[config.mk]
export PLATFORM = sky130hd
export DESIGN_NAME = axi_cmd_gen_flat
export DESIGN_NICKNAME = d
export VERILOG_FILES = /design/src/rtl/axi_cmd_pkg.sv /design/src/rtl/axi_cmd_gen_if.sv /design/src/rtl/axi_addr_gen.sv /design/src/rtl/axi_cmd_gen.sv /design/src/flat_wrapper.sv
export SDC_FILE = /design/constraint.sdc
export NUM_CORES = 1
export LEC_CHECK = 0
export CORE_MARGIN = 8
export CORE_UTILIZATION = 35
export DETAILED_ROUTE_END_ITERATION = 8
export PLACE_DENSITY = 0.68
export SYNTH_ARGS = -nofsm -noshare
export SYNTH_HDL_FRONTEND = slang
export SYNTH_SLANG_ARGS = --single-unit
[constraint.sdc]
create_clock -name aclk -period 4.14 [get_ports aclk]
set_clock_uncertainty 0.15 [all_clocks]
set_input_delay 0.414 -clock aclk [delete_from_list [all_inputs] [get_ports aclk]]
set_output_delay 0.414 -clock aclk [all_outputs]
set_load 0.05 [all_outputs]
[src/rtl/axi_cmd_pkg.sv]
// axi_cmd_pkg: burst encodings, FSM states, cmd_id layout and helpers shared by the AXI command generator
package axi_cmd_pkg;
    localparam logic [1:0] BURST_FIXED = 2'b00;
    localparam logic [1:0] BURST_INCR  = 2'b01;
    localparam logic [1:0] BURST_WRAP  = 2'b10;
    localparam logic [1:0] BURST_RSVD  = 2'b11;

    typedef enum logic [1:0] {
        ST_IDLE  = 2'd0,
        ST_WRITE = 2'd1,
        ST_READ  = 2'd2
    } state_e;

    // offsets above the id field: cmd_id = {last, err, id}
    localparam int ERR_BIT  = 0;
    localparam int LAST_BIT = 1;

    function automatic int clog2(input int v);
        int r = 0;
        while ((1 << r) < v) r++;
        return r;
    endfunction
endpackage

[src/rtl/axi_cmd_gen_if.sv]
// axi_cmd_gen_if: AXI AW/W/AR slave channels plus the command/data FIFO push side
interface axi_cmd_gen_if #(
    parameter int AXI_ID_WIDTH = 8,
    parameter int ADDR_WIDTH   = 32,
    parameter int DATA_WIDTH   = 64
);
    localparam int STRB_WIDTH = DATA_WIDTH / 8;

    logic [AXI_ID_WIDTH-1:0] awid;
    logic [ADDR_WIDTH-1:0]   awaddr;
    logic [7:0]              awlen;
    logic [2:0]              awsize;
    logic [1:0]              awburst;
    logic                    awvalid;
    logic                    awready;
    logic [DATA_WIDTH-1:0]   wdata;
    logic [STRB_WIDTH-1:0]   wstrb;
    logic                    wlast;
    logic                    wvalid;
    logic                    wready;
    logic [AXI_ID_WIDTH-1:0] arid;
    logic [ADDR_WIDTH-1:0]   araddr;
    logic [7:0]              arlen;
    logic [2:0]              arsize;
    logic [1:0]              arburst;
    logic                    arvalid;
    logic                    arready;
    logic [ADDR_WIDTH-1:0]   cmd_addr;
    logic                    cmd_write;
    logic [2:0]              cmd_size;
    logic [AXI_ID_WIDTH+1:0] cmd_id;
    logic                    cmd_w_en;
    logic                    cmd_fifo_full;
    logic [DATA_WIDTH-1:0]   cmd_wdata;
    logic [STRB_WIDTH-1:0]   cmd_wstrb;
    logic                    data_w_en;
    logic                    data_fifo_full;
    logic                    err_wlast;

    modport slave (
        input  awid, awaddr, awlen, awsize, awburst, awvalid,
        input  wdata, wstrb, wlast, wvalid,
        input  arid, araddr, arlen, arsize, arburst, arvalid,
        input  cmd_fifo_full, data_fifo_full,
        output awready, wready, arready,
        output cmd_addr, cmd_write, cmd_size, cmd_id, cmd_w_en, cmd_wdata, cmd_wstrb,
        output data_w_en, err_wlast
    );

    modport master (
        output awid, awaddr, awlen, awsize, awburst, awvalid,
        output wdata, wstrb, wlast, wvalid,
        output arid, araddr, arlen, arsize, arburst, arvalid,
        output cmd_fifo_full, data_fifo_full,
        input  awready, wready, arready,
        input  cmd_addr, cmd_write, cmd_size, cmd_id, cmd_w_en, cmd_wdata, cmd_wstrb,
        input  data_w_en, err_wlast
    );
endinterface

[src/rtl/axi_addr_gen.sv]
// axi_addr_gen: next beat address and burst error flag for FIXED/INCR/WRAP bursts
module axi_addr_gen
    import axi_cmd_pkg::*;
#(
    parameter int ADDR_WIDTH = 32,
    parameter int STRB_WIDTH = 8
) (
    input  logic [ADDR_WIDTH-1:0] addr,
    input  logic [7:0]            len,
    input  logic [2:0]            size,
    input  logic [1:0]            burst,
    output logic [ADDR_WIDTH-1:0] next_addr,
    output logic                  err
);
    localparam int MAX_SIZE = clog2(STRB_WIDTH);

    logic [ADDR_WIDTH-1:0] bytes, mask, incr, wrap;
    logic                  wrap_ok;

    // reserved bursts and illegal wrap lengths fall back to INCR addressing
    always_comb begin
        bytes     = ADDR_WIDTH'(1) << size;
        mask      = ((ADDR_WIDTH'(len) + ADDR_WIDTH'(1)) << size) - ADDR_WIDTH'(1);
        wrap_ok   = len inside {8'd1, 8'd3, 8'd7, 8'd15};
        incr      = (addr & ~(bytes - ADDR_WIDTH'(1))) + bytes;
        wrap      = (addr & ~mask) | ((addr + bytes) & mask);
        err       = int'(size) > MAX_SIZE || burst == BURST_RSVD || (burst == BURST_WRAP && !wrap_ok);
        next_addr = burst == BURST_FIXED ? addr : (burst == BURST_WRAP && wrap_ok) ? wrap : incr;
    end
endmodule

[src/rtl/axi_cmd_gen.sv]
// axi_cmd_gen: arbitrates AW/AR round-robin and expands each burst into an ordered stream of per-beat commands
module axi_cmd_gen
    import axi_cmd_pkg::*;
#(
    parameter int AXI_ID_WIDTH = 8,
    parameter int ADDR_WIDTH   = 32,
    parameter int DATA_WIDTH   = 64
) (
    input  logic          aclk,
    input  logic          aresetn,
    axi_cmd_gen_if.slave  bus
);
    localparam int STRB_WIDTH = DATA_WIDTH / 8;

    state_e                  state_q, state_d;
    logic                    prio_w_q, prio_w_d;
    logic [ADDR_WIDTH-1:0]   addr_q, addr_d, next_addr;
    logic [7:0]              len_q, len_d, cnt_q, cnt_d;
    logic [2:0]              size_q, size_d;
    logic [1:0]              burst_q, burst_d;
    logic [AXI_ID_WIDTH-1:0] id_q, id_d;
    logic                    err_wlast_q, err_wlast_d;
    logic                    err, last, idle, grant_w, grant_r, fire;

    axi_addr_gen #(.ADDR_WIDTH(ADDR_WIDTH), .STRB_WIDTH(STRB_WIDTH)) u_addr_gen (
        .addr(addr_q), .len(len_q), .size(size_q), .burst(burst_q),
        .next_addr(next_addr), .err(err)
    );

    always_comb begin
        idle          = state_q == ST_IDLE;
        grant_w       = idle && bus.awvalid && (!bus.arvalid || prio_w_q);
        grant_r       = idle && bus.arvalid && (!bus.awvalid || !prio_w_q);
        last          = cnt_q == len_q;
        bus.awready   = grant_w;
        bus.arready   = grant_r;
        bus.wready    = state_q == ST_WRITE && !bus.cmd_fifo_full && !bus.data_fifo_full;
        fire          = state_q == ST_WRITE ? bus.wready && bus.wvalid : state_q == ST_READ && !bus.cmd_fifo_full;
        bus.cmd_w_en  = fire;
        bus.data_w_en = fire && state_q == ST_WRITE;
        bus.cmd_write = state_q == ST_WRITE;
        bus.cmd_addr  = addr_q;
        bus.cmd_size  = size_q;
        bus.cmd_id[AXI_ID_WIDTH+LAST_BIT] = !idle && last;
        bus.cmd_id[AXI_ID_WIDTH+ERR_BIT]  = !idle && err;
        bus.cmd_id[AXI_ID_WIDTH-1:0]      = idle ? '0 : id_q;
        bus.cmd_wdata = bus.wdata;
        bus.cmd_wstrb = bus.wstrb;
        bus.err_wlast = err_wlast_q;
        err_wlast_d   = bus.data_w_en && (bus.wlast != last);
        state_d       = state_q;
        prio_w_d      = prio_w_q;
        addr_d        = addr_q;
        len_d         = len_q;
        size_d        = size_q;
        burst_d       = burst_q;
        id_d          = id_q;
        cnt_d         = cnt_q;
        if (grant_w || grant_r) begin
            state_d  = grant_w ? ST_WRITE : ST_READ;
            // the pointer only moves when both sides actually competed
            prio_w_d = (bus.awvalid && bus.arvalid) ? grant_r : prio_w_q;
            addr_d   = grant_w ? bus.awaddr : bus.araddr;
            len_d    = grant_w ? bus.awlen : bus.arlen;
            size_d   = grant_w ? bus.awsize : bus.arsize;
            burst_d  = grant_w ? bus.awburst : bus.arburst;
            id_d     = grant_w ? bus.awid : bus.arid;
            cnt_d    = '0;
        end else if (fire) begin
            addr_d  = next_addr;
            cnt_d   = cnt_q + 8'd1;
            state_d = last ? ST_IDLE : state_q;
        end
    end

    always_ff @(posedge aclk or negedge aresetn) begin
        if (!aresetn) begin
            state_q     <= ST_IDLE;
            prio_w_q    <= 1'b1;
            addr_q      <= '0;
            len_q       <= '0;
            size_q      <= '0;
            burst_q     <= '0;
            id_q        <= '0;
            cnt_q       <= '0;
            err_wlast_q <= 1'b0;
        end else begin
            state_q     <= state_d;
            prio_w_q    <= prio_w_d;
            addr_q      <= addr_d;
            len_q       <= len_d;
            size_q      <= size_d;
            burst_q     <= burst_d;
            id_q        <= id_d;
            cnt_q       <= cnt_d;
            err_wlast_q <= err_wlast_d;
        end
    end
endmodule

[src/flat_wrapper.sv]
// flat-port wrapper written by rule: the top's interface ports become plain ports
module axi_cmd_gen_flat import axi_cmd_pkg::*;
#(
    parameter int AXI_ID_WIDTH = 8,
    parameter int ADDR_WIDTH   = 32,
    parameter int DATA_WIDTH   = 64
)
  (aclk, aresetn, bus_awid, bus_awaddr, bus_awlen, bus_awsize, bus_awburst, bus_awvalid, bus_wdata, bus_wstrb, bus_wlast, bus_wvalid, bus_arid, bus_araddr, bus_arlen, bus_arsize, bus_arburst, bus_arvalid, bus_cmd_fifo_full, bus_data_fifo_full, bus_awready, bus_wready, bus_arready, bus_cmd_addr, bus_cmd_write, bus_cmd_size, bus_cmd_id, bus_cmd_w_en, bus_cmd_wdata, bus_cmd_wstrb, bus_data_w_en, bus_err_wlast);
  axi_cmd_gen_if #(.AXI_ID_WIDTH(AXI_ID_WIDTH), .ADDR_WIDTH(ADDR_WIDTH), .DATA_WIDTH(DATA_WIDTH)) bus_i ();
  input  logic aclk;
  input  logic aresetn;
  input wire logic [$bits(bus_i.awid)-1:0] bus_awid;
  input wire logic [$bits(bus_i.awaddr)-1:0] bus_awaddr;
  input wire logic [$bits(bus_i.awlen)-1:0] bus_awlen;
  input wire logic [$bits(bus_i.awsize)-1:0] bus_awsize;
  input wire logic [$bits(bus_i.awburst)-1:0] bus_awburst;
  input wire logic [$bits(bus_i.awvalid)-1:0] bus_awvalid;
  input wire logic [$bits(bus_i.wdata)-1:0] bus_wdata;
  input wire logic [$bits(bus_i.wstrb)-1:0] bus_wstrb;
  input wire logic [$bits(bus_i.wlast)-1:0] bus_wlast;
  input wire logic [$bits(bus_i.wvalid)-1:0] bus_wvalid;
  input wire logic [$bits(bus_i.arid)-1:0] bus_arid;
  input wire logic [$bits(bus_i.araddr)-1:0] bus_araddr;
  input wire logic [$bits(bus_i.arlen)-1:0] bus_arlen;
  input wire logic [$bits(bus_i.arsize)-1:0] bus_arsize;
  input wire logic [$bits(bus_i.arburst)-1:0] bus_arburst;
  input wire logic [$bits(bus_i.arvalid)-1:0] bus_arvalid;
  input wire logic [$bits(bus_i.cmd_fifo_full)-1:0] bus_cmd_fifo_full;
  input wire logic [$bits(bus_i.data_fifo_full)-1:0] bus_data_fifo_full;
  output wire logic [$bits(bus_i.awready)-1:0] bus_awready;
  output wire logic [$bits(bus_i.wready)-1:0] bus_wready;
  output wire logic [$bits(bus_i.arready)-1:0] bus_arready;
  output wire logic [$bits(bus_i.cmd_addr)-1:0] bus_cmd_addr;
  output wire logic [$bits(bus_i.cmd_write)-1:0] bus_cmd_write;
  output wire logic [$bits(bus_i.cmd_size)-1:0] bus_cmd_size;
  output wire logic [$bits(bus_i.cmd_id)-1:0] bus_cmd_id;
  output wire logic [$bits(bus_i.cmd_w_en)-1:0] bus_cmd_w_en;
  output wire logic [$bits(bus_i.cmd_wdata)-1:0] bus_cmd_wdata;
  output wire logic [$bits(bus_i.cmd_wstrb)-1:0] bus_cmd_wstrb;
  output wire logic [$bits(bus_i.data_w_en)-1:0] bus_data_w_en;
  output wire logic [$bits(bus_i.err_wlast)-1:0] bus_err_wlast;
  assign bus_i.awid = bus_awid;
  assign bus_i.awaddr = bus_awaddr;
  assign bus_i.awlen = bus_awlen;
  assign bus_i.awsize = bus_awsize;
  assign bus_i.awburst = bus_awburst;
  assign bus_i.awvalid = bus_awvalid;
  assign bus_i.wdata = bus_wdata;
  assign bus_i.wstrb = bus_wstrb;
  assign bus_i.wlast = bus_wlast;
  assign bus_i.wvalid = bus_wvalid;
  assign bus_i.arid = bus_arid;
  assign bus_i.araddr = bus_araddr;
  assign bus_i.arlen = bus_arlen;
  assign bus_i.arsize = bus_arsize;
  assign bus_i.arburst = bus_arburst;
  assign bus_i.arvalid = bus_arvalid;
  assign bus_i.cmd_fifo_full = bus_cmd_fifo_full;
  assign bus_i.data_fifo_full = bus_data_fifo_full;
  assign bus_awready = bus_i.awready;
  assign bus_wready = bus_i.wready;
  assign bus_arready = bus_i.arready;
  assign bus_cmd_addr = bus_i.cmd_addr;
  assign bus_cmd_write = bus_i.cmd_write;
  assign bus_cmd_size = bus_i.cmd_size;
  assign bus_cmd_id = bus_i.cmd_id;
  assign bus_cmd_w_en = bus_i.cmd_w_en;
  assign bus_cmd_wdata = bus_i.cmd_wdata;
  assign bus_cmd_wstrb = bus_i.cmd_wstrb;
  assign bus_data_w_en = bus_i.data_w_en;
  assign bus_err_wlast = bus_i.err_wlast;
  axi_cmd_gen #(.AXI_ID_WIDTH(AXI_ID_WIDTH), .ADDR_WIDTH(ADDR_WIDTH), .DATA_WIDTH(DATA_WIDTH)) u_core (.aclk(aclk), .aresetn(aresetn), .bus(bus_i));
endmodule
# Yosys cells after proc, flatten, opt, wreduce, memory -nomap -nowiden
# Index checks and enable logic that the tools add are counted.
[totals]
reg_bits = 65
out_inout_bits = 124
[op_classes]
n_mux = 17
shifts = 2
bitwise = 6
n_lt_le_gt_ge = 1
reduce_logical = 35
addsub = 6
eq_ne = 11
[ops]
columns = ["cell", "count"]
rows = [
  ["32-bit two-way mux", 5],
  ["32-bit bitwise AND", 3],
  ["32-bit adder", 2],
  ["32-bit NOT", 2],
  ["32-bit by 1-bit subtractor with 32-bit output (second input constant)", 2],
  ["8-bit two-way mux", 5],
  ["32-bit bitwise OR", 1],
  ["1-bit by 3-bit left shift with 32-bit output (first input constant)", 1],
  ["9-bit by 3-bit left shift with 32-bit output", 1],
  ["1-bit logical AND", 15],
  ["2-bit two-way mux", 5],
  ["8-bit by 1-bit adder with 9-bit output (second input constant)", 1],
  ["8-bit by 1-bit adder with 8-bit output (second input constant)", 1],
  ["8-bit by 1-bit equality test with 1-bit output (second input constant)", 1],
  ["8-bit by 2-bit equality test with 1-bit output (second input constant)", 1],
  ["8-bit by 3-bit equality test with 1-bit output (second input constant)", 1],
  ["8-bit by 4-bit equality test with 1-bit output (second input constant)", 1],
  ["8-bit equality test", 1],
  ["1-bit zero test", 7],
  ["2-bit equality test (second input constant)", 3],
  ["2-bit AND reduction", 3],
  ["1-bit logical OR", 5],
  ["2-bit zero test", 2],
  ["2-bit nonzero test", 2],
  ["7 further kinds", 7],
]

# Longest topological paths before layout
# Gate-level depths: netlist (run 1).
[logic_depth]
ltp_word = 10
ltp_mapped = 18
ltp_nobuf = 15

# Cells and area by module
# Synthesis (run 1) repeated with hierarchy kept, for this count alone.
[unflattened]
cells_unflattened = 961
hier_area_um2 = 7378.3
[modules_own_cells]
columns = ["module", "seq_area_each_um2", "area_each_um2", "cells_each", "instances"]
rows = [
  ["axi_cmd_gen", 1627.8, 4012.6, 427, 1],
  ["axi_addr_gen", 0.0, 3365.7, 534, 1],
]

# Worst setup path before layout (run 1)
# No wires, ideal clock.
[synth_timing]
path_kind = "reg2reg"
from = "reg u_core.size_q[2] (netlist: u_core.bus.cmd_size[2])"
to = "reg with a tool-made name"
path_stages_with_launch = 17
arrival_time_ns = 3.901
slack_ns = -0.033
synth_period_minus_slack_ns = 4.173
required_time_ns = 3.868
setup_time_ns = 0.122
n_path_buf = 5
path_cell_list = "dfrtp_1 buf_2 buf_2 clkbuf_1 clkbuf_1 nand3_1 ha_1 and2_1 ha_1 a21o_1 a31o_2 a22o_1 buf_2 and3_1 nor3_1 o41ai_1 a32o_1"
[synth_lines]
columns = ["item", "line", "text"]
rows = [
  ["start: declaration", "axi_cmd_gen.sv:19", "logic [2:0] size_q, size_d;"],
  ["start signal: assignment", "axi_cmd_gen.sv:92", "size_q <= size_d;"],
]

==> flow_metrics.tcl, run 1 <==
set metrics [dict create \
    status "finished clean" \
    met2_length_um 12300 \
    area_delta_synth_final_pct 23.6 \
    top_layer "met4" \
    chipHeight_um 163 \
    switching_share 0.544 \
    grt_pass1_vias 7923 \
    htree_levels 3 \
    netlist_area_mm2 0.00753 \
    cts_buffer_depth 2 \
    total_power_w 0.00701 \
    n_fill_cell 2162 \
    wirelength_um 27200 \
    grt_overflow 0 \
    ys_ff_latch 65 \
    synth_flop_cell "dfrtp_1" \
    dp_slack_ns 0.300 \
    cts_made_buffers 9 \
    diodes 0 \
    rsz0062_at_grt "false" \
    fp.dieArea_mm2 0.0265 \
    crit_arrival_ns 3.94 \
    die_x_um 163 \
    yosysSeqAreaShare 0.216 \
    synthArstFlopShare 1.00 \
    syn-instance-count 1027 \
    antenna_found_initial 0 \
    required_ns 4.22 \
    p_seq_frac 0.195 \
    post_cts_buffers 0 \
    syn_nets 1233 \
    drive_above_1_share 0.0757 \
    p_switching_w 0.00381 \
    ant_nets 0 \
    min_path_type "flip-flop to flip-flop" \
    avgViaCountPerCell 5.76 \
    layout_commonest_cell "clkdlybuf4s50_1" \
    port_buffers 165 \
    layout.nets 1310 \
    wl_per_cell_um 19.7 \
    cp_max_fo 15 \
    synth_cell_types 84 \
    cts_root_buf "clkbuf_16" \
    final_cell_mix "clkdlybuf4s50_1, nand2_1, nor2_1" \
    dr.pass1.iters 5 \
    cp-start-kind "flip-flop" \
    period_share 0.932 \
    slew_violations 0 \
    wl_met3_um 2480 \
    cts.clk_slew.worst_paths_ns 0.06 \
    io_pins 310 \
    peakVddDrop_mv 0.441 \
    cts_tree "yes" \
    hold_violations 0 \
    slew_headroom 0.365 \
    place_hpwl_um 20600 \
    drc 0 \
    grt_start_max_net_pins 74 \
    multiInputGateArea_mm2 0.00494 \
    max_freq_ghz 0.259 \
    drt-initial-drc-count 629 \
    setup_viol 0 \
    core_area_mm2 0.0211 \
    clk_latency_ns 0.35 \
    yosysWarnings 0 \
    tns_ns 0 \
    gp_congestion 0.920 \
    p_comb_frac 0.697 \
    critPathKind "flip-flop to flip-flop" \
    setup_slack_ns 0.281 \
    num_rows 53 \
    seq_area_mm2 0.00163 \
    p_leak_nw 3.59 \
    initial_core_util 0.357 \
    intPower_w 0.00320 \
    clockPowerShare 0.108 \
    worstMarginPinSlew_ns 0.949 \
    numClockSinks 65 \
    power_density_mw_per_mm2 754 \
    maxCapViolCount 0 \
    synth_edf_count 0 \
    critPathCaptureType "flip-flop" \
    layout_min_cycle_time_ns 3.86 \
    grt_pass1_wl_um 43600 \
    vias 7974 \
    synth.avg_cell_area_um2 7.33 \
    m1WireLength_um 12000 \
    grtUsageTotal 0.203 \
]
==> worst max-delay path: stages, from the launching register on <==
cell and delay (ns):
dfrtp_1 0.59, buf_4 0.30, buf_4 0.23, and3b_1 0.17, o21ai_0 0.21, or4_1 0.66, nand2_1 0.17, a22o_1 0.48
nand4_1 0.18, xnor2_1 0.17, o21ai_0 0.09, a221oi_1 0.34
==> cell families (layout without fill, tap and decap cells) <==
logic type,after synthesis,count (layout),share of synthesized area
XOR/XNOR,65,65,0.0766
multiplexers,8,8,0.0110
AND/OR/NAND/NOR,397,397,0.262
flip-flops,65,65,0.216
adder cells (fa/ha/maj),20,20,0.0342
buffers and inverters,177,259,0.132
AO/OA/AOI/OAI,295,295,0.269
==> per-stage QoR <==
step | hold WS, ns | std cells | cell area [µm²] | util
2_1_floorplan | -0.0316 | 1027 | 7530 | -
3_3_place_gp | 0.337 | 1367 | 9010 | 0.427
3_5_place_dp | 0.344 | 1367 | 9010 | 0.427
4_1_cts | 0.356 | 1384 | 9290 | 0.441
5_1_grt | 0.375 | 1384 | 9310 | 0.441
6_report | 0.351 | 1384 | 9310 | 0.441
==> path summary, 6_finish.rpt <==
path / start / endpoint / slack (ns) / cells after the start
max in group asynchronous: aresetn / u_core.bus.cmd_size[2]$_DFFE_PN0N_ / 2.30 / 3
max reg2reg: u_core.bus.cmd_size[1]$_DFFE_PN0N_ / flip-flop / 0.28 / 11
min reg2reg: u_core.prio_w_q$_DFFE_PN1P_ / u_core.prio_w_q$_DFFE_PN1P_ / 0.35 / 1
min: u_core.prio_w_q$_DFFE_PN1P_ / u_core.prio_w_q$_DFFE_PN1P_ / 0.35 / 1
min in group asynchronous: aresetn / u_core.bus.cmd_size[0]$_DFFE_PN0N_ / 0.49 / 2
max: u_core.bus.cmd_size[1]$_DFFE_PN0N_ / flip-flop / 0.28 / 11
==> cells in the mapped netlist, types with 5 or more instances <==
| library cell | instances | area, µm² |
|---|---|---|
| nand2_1 | 129 | 484 |
| nor2_1 | 96 | 360 |
| buf_4 | 77 | 578 |
| dfrtp_1 | 64 | 1600 |
| o21ai_0 | 61 | 305 |
| a31oi_1 | 43 | 269 |
| xnor2_1 | 43 | 377 |
| clkbuf_1 | 42 | 158 |
| inv_1 | 35 | 131 |
| a21oi_1 | 34 | 170 |
| nand3_1 | 29 | 145 |
| nor3_1 | 26 | 130 |
| xor2_1 | 21 | 184 |
| ha_1 | 19 | 238 |
| o211ai_1 | 19 | 143 |
| nor2b_1 | 18 | 113 |
| o22ai_1 | 17 | 106 |
| a211oi_1 | 16 | 120 |
| buf_2 | 14 | 70.1 |
| or3_1 | 14 | 87.6 |
| nand4_1 | 12 | 75.1 |
| nor4_1 | 10 | 62.6 |
| o31ai_1 | 9 | 67.6 |
| and2_1 | 8 | 50.1 |
| and3_1 | 8 | 50.1 |
| o22a_1 | 8 | 70.1 |
| a21o_1 | 7 | 52.6 |
| o32ai_1 | 7 | 61.3 |
| a221oi_1 | 6 | 52.6 |
| a32o_1 | 6 | 60.1 |
| mux2i_1 | 6 | 60.1 |
| nand2b_1 | 6 | 37.5 |
| o21a_1 | 6 | 45.0 |
| a211o_1 | 5 | 43.8 |
| a22o_1 | 5 | 43.8 |
| nor3b_1 | 5 | 37.5 |
| or4_1 | 5 | 37.5 |
==> timing repair <==
action	in CTS	in global routing
setup endpoints to repair	0	7
hold buffers	1	0
hold endpoints to repair	14	0
resized for setup	0	3
==> cell type report <==
| cell class | count | share of cell area |
|---|---|---|
| multi-input cells | 785 | 0.531 |
| repair buffers | 206 | 0.212 |
| flip-flops and latches | 65 | 0.175 |
| well taps | 275 | 0.0370 |
| clock buffers | 14 | 0.0284 |
| inverters | 37 | 0.0149 |
| clock inverters | 2 | 0.00134 |
==> power by group through the flow <==
stage / logic (W) / clock network [W] / registers, W
after floorplan: 0.00321 / 0 / 0.00163
after global placement: 0.00480 / 0 / 0.00136
after detailed placement: 0.00483 / 0 / 0.00137
after CTS: 0.00486 / 0.000771 / 0.00136
after global routing: 0.00531 / 0.000801 / 0.00142
final: 0.00489 / 0.000759 / 0.00136
==> metal layers <==
metal  global-route usage  vias to the layer above
met1                0.263                     3736
met3               0.0511                       47
met5                    0                        -
met4               0.0605                        0
met2                0.327                      370
li1                     -                     3821
(Power assumes the default switching activity.)
==> run 2, diff against run 1 <==
--- a/config.mk
+++ b/config.mk
@@ -5,10 +5,13 @@
 export SDC_FILE = /design/constraint.sdc
 export NUM_CORES = 1
 export LEC_CHECK = 0
+export CAP_MARGIN = 20
 export CORE_MARGIN = 8
 export CORE_UTILIZATION = 35
+export CTS_BUF_LIST = sky130_fd_sc_hd__clkbuf_16
 export DETAILED_ROUTE_END_ITERATION = 8
 export PLACE_DENSITY = 0.68
+export SETUP_SLACK_MARGIN = 0.2
 export SYNTH_ARGS = -nofsm -noshare
 export SYNTH_HDL_FRONTEND = slang
 export SYNTH_SLANG_ARGS = --single-unit
==> run 2 against run 1 <==
  * Design area rose by 0.71%
  * Count of clock-buffer cells in the layout fell by 5
  * Critical path type unchanged
  * Largest power group unchanged
  * Via count fell by 0.43%
  * Sequential share of layout area fell by 0.084 points
==> flow_metrics.tcl, run 2 (synthesis gave the netlist of run 1 again) <==
set metrics [dict create \
    ant_nets 0 \
    numClockSinks 65 \
    clk_latency_ns 0.35 \
    crit_arrival_ns 3.91 \
    hold_violations 0 \
    initial_core_util 0.357 \
    antenna_found_initial 0 \
    gp_congestion 0.928 \
    core_area_mm2 0.0211 \
    fp.dieArea_mm2 0.0265 \
    final_cells 1383 \
    cts_buffer_depth 2 \
    m1WireLength_um 11900 \
    wl_per_cell_um 19.6 \
    cp-start-kind "flip-flop" \
    cts_tree "yes" \
    final_cell_mix "clkdlybuf4s50_1, nand2_1, nor2_1" \
    drc 0 \
    dp_slack_ns 0.234 \
    met2_length_um 12100 \
    status "finished clean" \
    max_freq_ghz 0.262 \
    cp_num_buf_inv 2 \
    chipHeight_um 163 \
    cpPeakStageDelay_ns 0.53 \
    grt_start_max_net_pins 74 \
    total_power_w 0.00717 \
    wl_met3_um 2420 \
    tns_ns 0 \
    p_leak_nw 3.62 \
    critPathCaptureType "flip-flop" \
    grt_pass1_wl_um 42600 \
    cp_max_fo 14 \
    place_hpwl_um 20100 \
    grt_overflow 0 \
    path_cells "nor2_2 > nand2_1 > inv_1 > ha_1 > inv_1 > fa_1 > nor2b_1 > o21ai_0 > a21oi_1 > o41ai_1 > or2_2 > o41ai_1 > nor4_1 > or3_1 > a32o_1" \
    critPathKind "flip-flop to flip-flop" \
    drt-initial-drc-count 705 \
    setup_slack_ns 0.320 \
    min_path_type "flip-flop to flip-flop" \
    period_share 0.923 \
    seq_area_mm2 0.00163 \
    r2r_slack_ns 0.32 \
    setup_viol 0 \
    power_density_mw_per_mm2 765 \
    num_rows 53 \
    htree_levels 3 \
    wirelength_um 27100 \
    crit_family "simple AND/OR/NAND/NOR gates" \
    slew_headroom 0.435 \
    crit_slowest_cell "dfrtp_2" \
    slew_violations 0 \
    port_buffers 165 \
    peakVddDrop_mv 0.354 \
    layout.nets 1309 \
    avgViaCountPerCell 5.74 \
    required_ns 4.23 \
    dp_cells 1364 \
    top_layer "met4" \
    io_pins 310 \
    worstMarginPinSlew_ns 0.845 \
    grtUsageTotal 0.199 \
    cts_made_buffers 9 \
    multiInputGateArea_mm2 0.00495 \
    dr.pass1.iters 5 \
    die_x_um 163 \
    cts_root_buf "clkbuf_16" \
    maxCapViolCount 0 \
    holdWs_ns 0.346 \
    grt_pass1_vias 7794 \
    diodes 0 \
    drive_above_1_share 0.0848 \
    layout_min_cycle_time_ns 3.82 \
    vias 7940 \
    n_fill_cell 2134 \
    area_delta_synth_final_pct 24.5 \
    rsz0062_at_grt "true" \
    cts.clk_slew.worst_paths_ns 0.07 \
    layout_commonest_cell "clkdlybuf4s50_1" \
]
==> run 2: cell count changes in the layout (fill, tap and decap cells not counted), moves of 2 or more <==
| cell | delta |
|---|---|
| buf_4 | -2 |
| bufinv_16 | +2 |
| clkbuf_1 | -3 |
| clkbuf_8 | -2 |
| dfrtp_1 | -3 |
| dfrtp_2 | +3 |
==> run 2: power breakdown <==
group          internal [W]  switching [W]  total [W]
sequential         0.000904       0.000467    0.00137
clock              0.000528       0.000343   0.000871
combinational       0.00189        0.00303    0.00492
==> run 2: final timing paths <==
check,from,to,cells after the start
max in group asynchronous,aresetn,u_core.bus.cmd_size[2]$_DFFE_PN0N_,3
hold reg to reg,u_core.prio_w_q$_DFFE_PN1P_,u_core.prio_w_q$_DFFE_PN1P_,1
min in group asynchronous,aresetn,u_core.len_q[2]$_DFFE_PN0N_,2
hold / removal,u_core.prio_w_q$_DFFE_PN1P_,u_core.prio_w_q$_DFFE_PN1P_,1
setup reg to reg,u_core.bus.cmd_size[1]$_DFFE_PN0N_,flip-flop,15
setup / recovery,u_core.bus.cmd_size[1]$_DFFE_PN0N_,flip-flop,15
==> run 2: area by class of cell <==
| type | instances | share of cell area |
|---|---|---|
| Inverter | 37 | 0.0148 |
| Timing Repair Buffer | 205 | 0.211 |
| Clock inverter | 7 | 0.0100 |
| Clock buffer | 9 | 0.0240 |
| Tap cell | 275 | 0.0367 |
| Sequential cell | 65 | 0.174 |
| Multi-Input combinational cell | 785 | 0.529 |
==> run 2: layer usage <==
metal  up-vias  GRT usage
met1      3744      0.259
met3        55     0.0566
li1       3816          -
met2       325      0.310
met5         -          0
met4         0     0.0726
==> run 2: what timing repair did <==
item                                   4_1_cts  5_1_grt
resized for setup                            0       11
hold buffers                                 1        0
endpoints found under the hold margin       25        0
setup buffers                                0        2
setup endpoints to repair                    0       15
==> run 2: stage by stage <==
step,util,cell area [µm²]
finish,0.444,9370
global route,0.444,9370
CTS,0.442,9330
detailed placement,0.427,9000
global placement,0.427,9000
floorplan,-,7540
==> run 3, diff against run 2 <==
--- a/config.mk
+++ b/config.mk
@@ -5,12 +5,12 @@
 export SDC_FILE = /design/constraint.sdc
 export NUM_CORES = 1
 export LEC_CHECK = 0
-export CAP_MARGIN = 20
 export CORE_MARGIN = 8
 export CORE_UTILIZATION = 35
 export CTS_BUF_LIST = sky130_fd_sc_hd__clkbuf_16
 export DETAILED_ROUTE_END_ITERATION = 8
 export PLACE_DENSITY = 0.68
+export REMOVE_ABC_BUFFERS = 1
 export SETUP_SLACK_MARGIN = 0.2
 export SYNTH_ARGS = -nofsm -noshare
 export SYNTH_HDL_FRONTEND = slang
==> run 3 against run 2 <==
  * Sequential power about the same
  * Highest routed layer is now met5
  * Combinational power grew 2%
  * Count of clock-buffer cells in the layout did not move
  * Non-clock buffer count is 10 higher
==> flow_metrics.tcl, run 3 (synthesis gave the netlist of run 1 again) <==
set metrics [dict create \
    status "finished clean" \
    grt_overflow 0 \
    cts_made_buffers 9 \
    vias 8291 \
    r2r_slack_ns 0.28 \
    seq_area_mm2 0.00163 \
    slew_violations 0 \
    drt-initial-drc-count 1046 \
    chipHeight_um 163 \
    die_x_um 163 \
    path_cells "ha_2 > nand4_4 > o211a_1 > or4_1 > a222oi_1 > buf_4 > and2_1 > and3_1 > nand2_1 > a221oi_2 > ha_1 > nand2_1 > nand2_1 > a222oi_1 > o21ai_0" \
    critPathKind "flip-flop to flip-flop" \
    n_fill_cell 2153 \
    peakVddDrop_mv 0.333 \
    antenna_found_initial 0 \
    setup_slack_ns 0.283 \
    place_hpwl_um 26200 \
    grt_start_max_net_pins 66 \
    io_pins 310 \
    slew_headroom 0.449 \
    maxCapViolCount 0 \
    setup_viol 0 \
    p_leak_nw 3.66 \
    grtUsageTotal 0.245 \
    crit_arrival_ns 3.91 \
    fp.dieArea_mm2 0.0265 \
    dp_slack_ns 0.292 \
    cp_max_fo 5 \
    critPathCaptureType "flip-flop" \
    final_cell_mix "clkdlybuf4s50_1, nand2_1, nor2_1" \
    grt_pass1_vias 7989 \
    clk_latency_ns 0.35 \
    rsz0062_at_grt "true" \
    avgViaCountPerCell 5.95 \
    cts.clk_slew.worst_paths_ns 0.06 \
    power_density_mw_per_mm2 764 \
    cts_tree "yes" \
    reg2reg_depth 15 \
    layout.nets 1319 \
    cpPeakStageDelay_ns 0.57 \
    htree_levels 3 \
    cts_buffer_depth 2 \
    min-delay-start "u_core.prio_w_q$_DFFE_PN1P_" \
    total_power_w 0.00722 \
    worstMarginPinSlew_ns 0.825 \
    port_buffers 165 \
    min_to "u_core.prio_w_q$_DFFE_PN1P_" \
    layout_commonest_cell "clkdlybuf4s50_1" \
    wirelength_um 33300 \
    cts_root_buf "clkbuf_16" \
    dr.pass1.iters 5 \
    period_share 0.932 \
    grt_pass1_wl_um 49600 \
    hold_violations 0 \
    drive_above_1_share 0.0957 \
    worstReg2RegStart "u_core.len_q[0]$_DFFE_PN0N_" \
    cp-start-kind "flip-flop" \
    drc 0 \
    wl_per_cell_um 23.9 \
    max_freq_ghz 0.259 \
    num_rows 53 \
    gp_congestion 0.937 \
    multiInputGateArea_mm2 0.00497 \
    numClockSinks 65 \
    initial_core_util 0.357 \
    core_area_mm2 0.0211 \
    min_path_type "flip-flop to flip-flop" \
    layout_min_cycle_time_ns 3.86 \
    ant_nets 0 \
    required_ns 4.20 \
    crit_path_frequent_cell "nand2_1" \
    hold_depth 1 \
    area_delta_synth_final_pct 25.5 \
    diodes 0 \
    crit_slowest_cell "or4_1" \
]
## run 3: cell types whose count changed in the layout (fill, tap and decap cells not counted), moves of 2 or more
cell | previous run | this run
buf_12 | 3 | 1
buf_4 | 38 | 50
dfrtp_1 | 59 | 61
dfrtp_2 | 5 | 3
nor3_1 | 26 | 24
nor3_2 | 0 | 2
## run 3: through the flow
| step | cells | setup TNS [ns] | cell area (µm²) | util | hold WS (ns) |
|---|---|---|---|---|---|
| detailed placement | 1371 | 0 | 9020 | 0.428 | 0.301 |
| CTS | 1388 | 0 | 9360 | 0.444 | 0.354 |
| finish | 1393 | 0 | 9450 | 0.448 | 0.353 |
| floorplan | 887 | -13.39 | 6680 | - | -0.0316 |
| global placement | 1371 | 0 | 9020 | 0.428 | 0.297 |
| global route | 1393 | 0 | 9450 | 0.448 | 0.369 |
## run 3: per-layer routing
| layer | vias up | global-route usage | wire, µm |
|---|---|---|---|
| li1 | 3826 | - | - |
| met1 | 3898 | 0.306 | 13800 |
| met2 | 515 | 0.334 | 13100 |
| met3 | 46 | 0.161 | 5450 |
| met4 | 6 | 0.0571 | 619 |
| met5 | - | 0.0756 | 273 |
## run 3: worst max path at each step
| stage | start | endpoint | slack (ns) | depth (start not counted) |
|---|---|---|---|---|
| 4_1_cts | u_core.len_q[4]$_DFFE_PN0N_ | flip-flop | 0.26 | 13 |
| 3_3_place_gp | u_core.bus.cmd_size[1]$_DFFE_PN0N_ | flip-flop | 0.41 | 12 |
| 5_1_grt | u_core.len_q[1]$_DFFE_PN0N_ | flip-flop | 0.12 | 15 |
| 6_report | u_core.len_q[0]$_DFFE_PN0N_ | flip-flop | 0.28 | 15 |
| 2_1_floorplan | u_core.prio_w_q$_DFFE_PN1P_ | flip-flop | -0.67 | 7 |
| 3_5_place_dp | u_core.len_q[4]$_DFFE_PN0N_ | flip-flop | 0.29 | 13 |
## run 3: power by group
group | leakage [nW] | internal [W] | switching (W)
clock network | 0.157 | 0.000534 | 0.000328
registers | 0.803 | 0.000903 | 0.000459
logic | 2.71 | 0.00192 | 0.00308
total | 3.66 | 0.00335 | 0.00387
## run 3: area by class of cell
cell class              instances  area share
repair buffers                215       0.215
inverters                      37      0.0151
clock inverters                 7      0.0109
flip-flops and latches         65       0.173
well taps                     275      0.0364
multi-input cells             785       0.526
clock buffers                   9      0.0238
## run 3: repair_timing
action                                  in CTS  in global routing
resized for setup                            0                 15
hold buffers                                 1                  0
endpoints found under the setup margin       0                 15
endpoints found under the hold margin       22                  0
setup buffers                                0                  5
## run 3: critical path: cells and delay by family, from the launching register on
kind	cells	cell delay, ns
compound gates	5	1.19
fa+ha+maj	2	0.50
buf+inv	1	0.18
flops	1	0.35
simple gates	7	1.34
